===== src/rtl/alu_accum_seq.sv =====
// WIDTH-bit accumulator ALU with a valid/ready operand port, an iterative shift-add
// multiplier, and wrap or saturate overflow handling under an OFF/READY/RUN/ERROR FSM.
module alu_accum_seq #(
  parameter int unsigned WIDTH = 8,
  parameter bit          SAT   = 1'b0
) (
  input  logic             clk,
  input  logic             rst,
  input  logic             on,
  input  logic             in_valid,
  output logic             in_ready,
  input  logic [2:0]       op,
  input  logic [WIDTH-1:0] operand,
  input  logic             err_clr,
  output logic [WIDTH-1:0] result,
  output logic             result_valid,
  output logic             overflow,
  output logic [1:0]       state
);

  localparam int unsigned CntW  = $clog2(WIDTH);
  localparam int unsigned ProdW = 2 * WIDTH;

  typedef enum logic [1:0] {
    sOff   = 2'b00,
    sReady = 2'b01,
    sRun   = 2'b10,
    sError = 2'b11
  } stateT;

  typedef enum logic [2:0] {
    opAnd  = 3'd0,
    opOr   = 3'd1,
    opXor  = 3'd2,
    opNot  = 3'd3,
    opAdd  = 3'd4,
    opSub  = 3'd5,
    opMul  = 3'd6,
    opLoad = 3'd7
  } opT;

  stateT             stateQ, stateNext;
  logic [WIDTH-1:0]  accQ, accNext;
  logic [WIDTH-1:0]  mulBQ, mulBNext;
  logic [ProdW-1:0]  mcandQ, mcandNext;
  logic [ProdW-1:0]  prodQ, prodNext;
  logic [CntW-1:0]   cntQ, cntNext;
  logic              resultValidQ, resultValidNext;
  logic              overflowQ, overflowNext;
  logic              inReadyQ, inReadyNext;

  logic [WIDTH:0]    sumW, diffW;
  logic [WIDTH-1:0]  aluRes;
  logic              aluOvf;
  logic [ProdW-1:0]  prodSum;
  logic              mulOvf;
  logic [WIDTH-1:0]  mulRes;

  // Single-cycle ops against the current accumulator
  always_comb begin
    sumW   = {1'b0, accQ} + {1'b0, operand};
    diffW  = {1'b0, accQ} - {1'b0, operand};
    aluRes = accQ;
    aluOvf = 1'b0;
    case (opT'(op))
      opAnd:  aluRes = accQ & operand;
      opOr:   aluRes = accQ | operand;
      opXor:  aluRes = accQ ^ operand;
      opNot:  aluRes = ~accQ;
      opAdd: begin
        aluOvf = sumW[WIDTH];
        aluRes = (aluOvf && SAT) ? '1 : sumW[WIDTH-1:0];
      end
      opSub: begin
        aluOvf = diffW[WIDTH];
        aluRes = (aluOvf && SAT) ? '0 : diffW[WIDTH-1:0];
      end
      opLoad: aluRes = operand;
      default: aluRes = accQ;
    endcase
  end

  // One partial product per RUN cycle; multiplier bit consumed LSB first
  always_comb begin
    prodSum = prodQ + (mulBQ[0] ? mcandQ : '0);
    mulOvf  = |prodSum[ProdW-1:WIDTH];
    mulRes  = (mulOvf && SAT) ? '1 : prodSum[WIDTH-1:0];
  end

  // Next-state and datapath control
  always_comb begin
    stateNext       = stateQ;
    accNext         = accQ;
    mulBNext        = mulBQ;
    mcandNext       = mcandQ;
    prodNext        = prodQ;
    cntNext         = cntQ;
    resultValidNext = 1'b0;
    overflowNext    = overflowQ;

    if (!on) begin
      // Dropping enable wins over accepts, err_clr and in-flight multiplies
      stateNext    = sOff;
      accNext      = '0;
      cntNext      = '0;
      prodNext     = '0;
      overflowNext = 1'b0;
    end else begin
      case (stateQ)
        sOff: stateNext = sReady;
        sReady: begin
          if (in_valid) begin
            if (opT'(op) == opMul) begin
              mulBNext  = operand;
              mcandNext = ProdW'(accQ);
              prodNext  = '0;
              cntNext   = '0;
              stateNext = sRun;
            end else begin
              accNext         = aluRes;
              resultValidNext = 1'b1;
              if (aluOvf) begin
                overflowNext = 1'b1;
                stateNext    = sError;
              end
            end
          end
        end
        sRun: begin
          prodNext  = prodSum;
          mcandNext = mcandQ << 1;
          mulBNext  = mulBQ >> 1;
          cntNext   = cntQ + CntW'(1);
          if (cntQ == CntW'(WIDTH - 1)) begin
            accNext         = mulRes;
            resultValidNext = 1'b1;
            cntNext         = '0;
            if (mulOvf) begin
              overflowNext = 1'b1;
              stateNext    = sError;
            end else begin
              stateNext = sReady;
            end
          end
        end
        sError: begin
          if (err_clr) begin
            overflowNext = 1'b0;
            stateNext    = sReady;
          end
        end
        default: stateNext = sOff;
      endcase
    end

    inReadyNext = (stateNext == sReady);
  end

  always_ff @(posedge clk) begin
    if (rst) begin
      stateQ       <= sOff;
      accQ         <= '0;
      mulBQ        <= '0;
      mcandQ       <= '0;
      prodQ        <= '0;
      cntQ         <= '0;
      resultValidQ <= 1'b0;
      overflowQ    <= 1'b0;
      inReadyQ     <= 1'b0;
    end else begin
      stateQ       <= stateNext;
      accQ         <= accNext;
      mulBQ        <= mulBNext;
      mcandQ       <= mcandNext;
      prodQ        <= prodNext;
      cntQ         <= cntNext;
      resultValidQ <= resultValidNext;
      overflowQ    <= overflowNext;
      inReadyQ     <= inReadyNext;
    end
  end

  assign in_ready     = inReadyQ;
  assign result       = accQ;
  assign result_valid = resultValidQ;
  assign overflow     = overflowQ;
  assign state        = stateQ;

endmodule

===== config.mk =====
export PLATFORM = sky130hd
export DESIGN_NAME = alu_accum_seq
export DESIGN_NICKNAME = d
export VERILOG_FILES = /design/src/rtl/alu_accum_seq.sv
export SDC_FILE = /design/constraint.sdc
export NUM_CORES = 1
export LEC_CHECK = 0
export CORE_MARGIN = 4
export CORE_UTILIZATION = 55
export CTS_CLUSTER_SIZE = 8
export DETAILED_ROUTE_END_ITERATION = 12
export PLACE_DENSITY = 0.76
export REMOVE_ABC_BUFFERS = 1
export SYNTH_ARGS = -nofsm -noshare
export SYNTH_HDL_FRONTEND = slang
export SYNTH_SLANG_ARGS = --single-unit

===== constraint.sdc =====
create_clock -name clk -period 2.7 [get_ports clk]
set_input_delay 0.27 -clock clk [delete_from_list [all_inputs] [get_ports clk]]
set_output_delay 0.27 -clock clk [all_outputs]
set_load 0.005 [all_outputs]

# Word level (Yosys, flattened, before mapping)
# Cells that the tools add are included.
dict set report classes {
  addsub 4
  eq_ne 20
  n_mux 39
  bitwise_logic 5
  reduce_logical 10
}
# op count
set op_table {}
lappend op_table {{16-bit two-way mux} 5}
lappend op_table {{16-bit case mux with 2 select lines} 2}
lappend op_table {{8-bit case mux with 7 select lines} 1}
lappend op_table {{8-bit two-way mux} 5}
lappend op_table {{8-bit case mux with 2 select lines} 2}
lappend op_table {{16-bit adder} 1}
lappend op_table {{3-bit equality test (second input constant)} 5}
lappend op_table {{2-bit two-way mux} 7}
lappend op_table {{2-bit inequality test (second input constant)} 7}
lappend op_table {{8-bit by 8-bit adder with 9-bit output} 1}
lappend op_table {{1-bit two-way mux} 9}
lappend op_table {{3-bit two-way mux} 3}
lappend op_table {{8-bit by 8-bit subtractor with 9-bit output} 1}
lappend op_table {{8-bit AND} 1}
lappend op_table {{8-bit by 1-bit inequality test with 1-bit output (second input constant)} 1}
lappend op_table {{8-bit inverter} 1}
lappend op_table {{8-bit bitwise OR} 1}
lappend op_table {{2-bit case mux with 4 select lines} 1}
lappend op_table {{8-bit OR reduction} 1}
lappend op_table {{8-bit XOR} 1}
lappend op_table {{7-bit AND reduction} 1}
lappend op_table {{3-bit by 2-bit equality test with 1-bit output (second input constant)} 2}
lappend op_table {{3-bit case mux with 2 select lines} 1}
lappend op_table {{5-bit AND reduction} 1}
lappend op_table {{14 further kinds} 17}
dict set report totals {
  reg_bits 56
  in_bits 16
  output_inout_bits 13
  word_cells 87
}

# Logic depth before layout (Yosys ltp)
dict set report depth {
  depth_word 8
  mapped_depth 12
  ltp_nobuf 12
}

# Worst setup path before layout
# OpenSTA, ideal clock, no wires.
dict set report synth_timing {
  kind {register to register}
  from {reg mulBQ[0]}
  to {reg stateQ[1], in the netlist state[1]}
  setup_time_ns 0.116
  t_arrival_ns 2.663
  required_ns 2.584
  path_slack_ns -0.079
  stages_incl_launch_ff 12
  n_path_buf 1
  synth_period_minus_slack_ns 2.779
  cell_sequence {dfxtp_1 -> clkbuf_1 -> and2_1 -> fa_1 -> a211oi_2 -> o21a_1 -> nor2_1 -> o41a_1 -> a21oi_1 -> and4b_4 -> o221ai_1 -> and3b_1}
}
dict set report synth_via {
  elab_chain_cells 7
}
# item line
set synth_rtl {}
lappend synth_rtl {{from (decl)} 44} ;# logic [WIDTH-1:0] mulBQ, mulBNext;
lappend synth_rtl {{from (signal assigned)} 173} ;# mulBQ <= mulBNext;
lappend synth_rtl {{16-bit two-way mux} 85} ;# prodSum = prodQ + (mulBQ[0] ? mcandQ : '0);
lappend synth_rtl {{16-bit adder} 85}
lappend synth_rtl {{8-bit OR reduction} 86} ;# mulOvf = |prodSum[ProdW-1:WIDTH];
lappend synth_rtl {{2-bit two-way mux} 138} ;# if (mulOvf) begin
lappend synth_rtl {{2-bit two-way mux} 134} ;# if (cntQ == CntW'(WIDTH - 1)) begin
lappend synth_rtl {{2-bit case mux with 4 select lines} 109} ;# case (stateQ)
lappend synth_rtl {{2-bit two-way mux} 101} ;# if (!on) begin
lappend synth_rtl {{to (signal assigned)} 171} ;# stateQ <= stateNext;
lappend synth_rtl {{to (decl)} 42} ;# stateT stateQ, stateNext;
# Every way passes these cells.
# A chain may end at the register's enable or synchronous reset.

# Final worst setup path
# Same ends and word-level chain as after synthesis.

==> results_dict.tcl <==
set metrics [dict create \
    setup_violations 3 \
    status "finished, violations left" \
    viasPerCell 6.14 \
    area_growth_pct 32.9 \
    start_kind "flip-flop" \
    violations "setup timing" \
    ant_nets 0 \
    clkLatencyLatePin_ps 340 \
    p_leak_nw 2.47 \
    ys_types 69 \
    clock-skew-final_ps 19.4 \
    wl_um 14200 \
    synth_top_cell_by_area "dfxtp_1" \
    hp-start "prodQ[13]$_SDFFE_PP0P_" \
    antenna_found_initial 0 \
    grt_usage 0.284 \
    place_area_sq_mm 0.00568 \
    synthTopCellsByArea "dfxtp_1 24%, ha_1 12%, nor2_1 5.3%" \
    grt_pass1_vias 4780 \
    ys_top_cells_by_count "66 x nor2_1, 56 x dfxtp_1, 46 x ha_1" \
    postCtsHoldBufs 0 \
    dp_cells 781 \
    period_needed_ps 2780 \
    synth_top_area_share 0.241 \
    gp_congestion 0.901 \
    chipWidth_um 99.9 \
    dr_total_vias 4916 \
    tightestPinTransition_ps 488 \
    synth.yosys.seq_area_share 0.241 \
    synth.avg_cell_area_sq_um 7.92 \
    wl_per_cell_um 17.7 \
    start_util 0.566 \
    drc 0 \
    timing.hold.ws_ps 470 \
    synth_compound_area_frac 0.299 \
    synth_top_family_by_area "compound AO/OA/AOI/OAI gates" \
    grt_max_degree 31 \
    arrival_ps 3030 \
    r2r_start "mulBQ[0]$_SDFFE_PP0P_" \
    fmax_mhz 359 \
    fin_area_sq_mm 0.00618 \
    path_class "reg2reg" \
    cts_sinks 56 \
    first_pass_iters 5 \
    cts_root_buf "clkbuf_8" \
    grt_pass1_wl_um 23100 \
    cts_buffer_depth 2 \
    numCtsBuffers 5 \
    rsz0062_at_grt "true" \
    synth-edff-count 0 \
    htreeDepth 2 \
    cap_violations 0 \
    postSynthCellCount 587 \
    diodes 0 \
    layout.nets 760 \
    instances_no_fill 801 \
    cp_data_required_time_ps 2940 \
    synthArstFlopShare 0 \
    io_pins 29 \
    portBuffers 28 \
    synthAdderAreaFrac 0.137 \
    die_h_um 99.9 \
    grt-ovfl-total 0 \
    fin_crit_sh 1.03 \
    synth_most_common_cell "nor2_1" \
    critPathLaunch "mulBQ[0]$_SDFFE_PP0P_" \
    core_area_sq_mm 0.00822 \
    synthXorXnorAreaFrac 0.0318 \
    drtIter0Drc 426 \
    rows 33 \
    place_hpwl_um 10000 \
    synth_area_sq_mm 0.00465 \
    die-area_sq_mm 0.00999 \
    ys.flop_type "dfxtp_1" \
    power.density_mw_per_mm2 267 \
    yosysWarningCount 0 \
    finalHoldViolations 0 \
    drive_above_1_share 0.270 \
    ys_ff_latch 56 \
    maxSlewHeadroom 0.672 \
    cp_max_fo 14 \
    synthSimpleGateAreaFrac 0.187 \
    hp-class "reg2reg" \
    setup_ws_ps -81.8 \
    synthMuxAreaShare 0.0431 \
    cts_tree "built" \
    path_clk_slew_ps 120 \
    endpoint_kind "flip-flop" \
    drv_slew 0 \
    peakVddDrop_mv 0.206 \
]
==> cells by family (layout without fill, tap and decap cells) <==
kind of cell    count (synthesis)  in the layout
xor+xnor                       16             16
mux                            20             20
compound gates                199            199
buf+inv                        72            181
fa+ha+maj                      49             49
simple gates                  175            175
flops                          56             56
==> layer usage <==
layer | track usage | vias to the layer above | wire [um]
met4 | 0.0966 | 0 | 265
li1 | - | 2349 | -
met2 | 0.458 | 197 | 6760
met3 | 0.0389 | 33 | 937
met5 | 0 | - | 0
met1 | 0.390 | 2337 | 6180
==> sequential cells by signal (all words and copies together), names as in the netlist <==
name and count:
state 2, result_valid 1, in_ready 1, overflow 1, cntQ 3, result 8
mcandQ 16, prodQ 16, mulBQ 8
==> layout make-up <==
type                       instances  area, sq um
clock buffer                       5         68.8
clock inverter                     3         26.3
fill                             600         2040
inverter                          31          116
multi-input combinational        459         3550
sequential                        56         1120
tap                              105          131
timing repair buffer             142         1160
==> final timing paths <==
path	endpoint	depth (start not counted)	slack, ps
max	state[1]$_SDFF_PP0_	11	-80
min	prodQ[13]$_SDFFE_PP0P_	2	470
max reg2reg	state[1]$_SDFF_PP0_	11	-80
min reg2reg	prodQ[13]$_SDFFE_PP0P_	2	470
==> what timing repair did <==
action,4_1_cts,5_1_grt
setup endpoints to repair,4,7
setup buffers,8,4
gates resized for setup,39,28
pin swaps,26,16
==> critical path, stage by stage, from the launching register on <==
cell      delay (ps)
dfxtp_2          380
buf_8            150
and2_4           170
ha_4             200
a21o_1           180
a221o_1          410
a21oi_2          210
nand2_2          100
o211ai_1         280
and4b_4          310
o221ai_2         120
and3b_1          200
==> power breakdown <==
part           internal, mW  switching [mW]  total, mW
registers             0.832         0.00562      0.837
clock network         0.192           0.315      0.507
logic                 0.145           0.163      0.308
total                  1.17           0.483       1.65
==> through the flow <==
step	TNS (ps)	util	total power, mW	setup WS, ps
2_1_floorplan	-28950	-	0.994	-888
3_3_place_gp	-2270	0.691	1.13	-580
3_5_place_dp	-2580	0.691	1.14	-632
4_1_cts	-50.4	0.733	1.64	-32.4
5_1_grt	-579	0.752	1.72	-244
6_report	-161	0.752	1.65	-81.8
==> placed cells by master (no fill, tap or decap), drive strengths merged, types with 5 or more instances in the layout <==
cell type,synthesis,final
inv,31,33
ha,46,46
a21o,9,9
a21oi,47,47
a211oi,28,28
clkdlybuf4s50,0,27
mux2i,20,20
o211ai,6,6
nand2b,5,5
nor2b,11,11
or3,6,6
and2,17,17
o21a,7,7
a22oi,18,18
dfxtp,56,56
o21bai,6,6
nor3,11,11
xnor2,14,14
nand2,31,31
clkbuf,32,5
a31oi,5,5
nor2,66,66
buf,9,114
o21ai,32,32
Power figures use the tool's default switching activity.
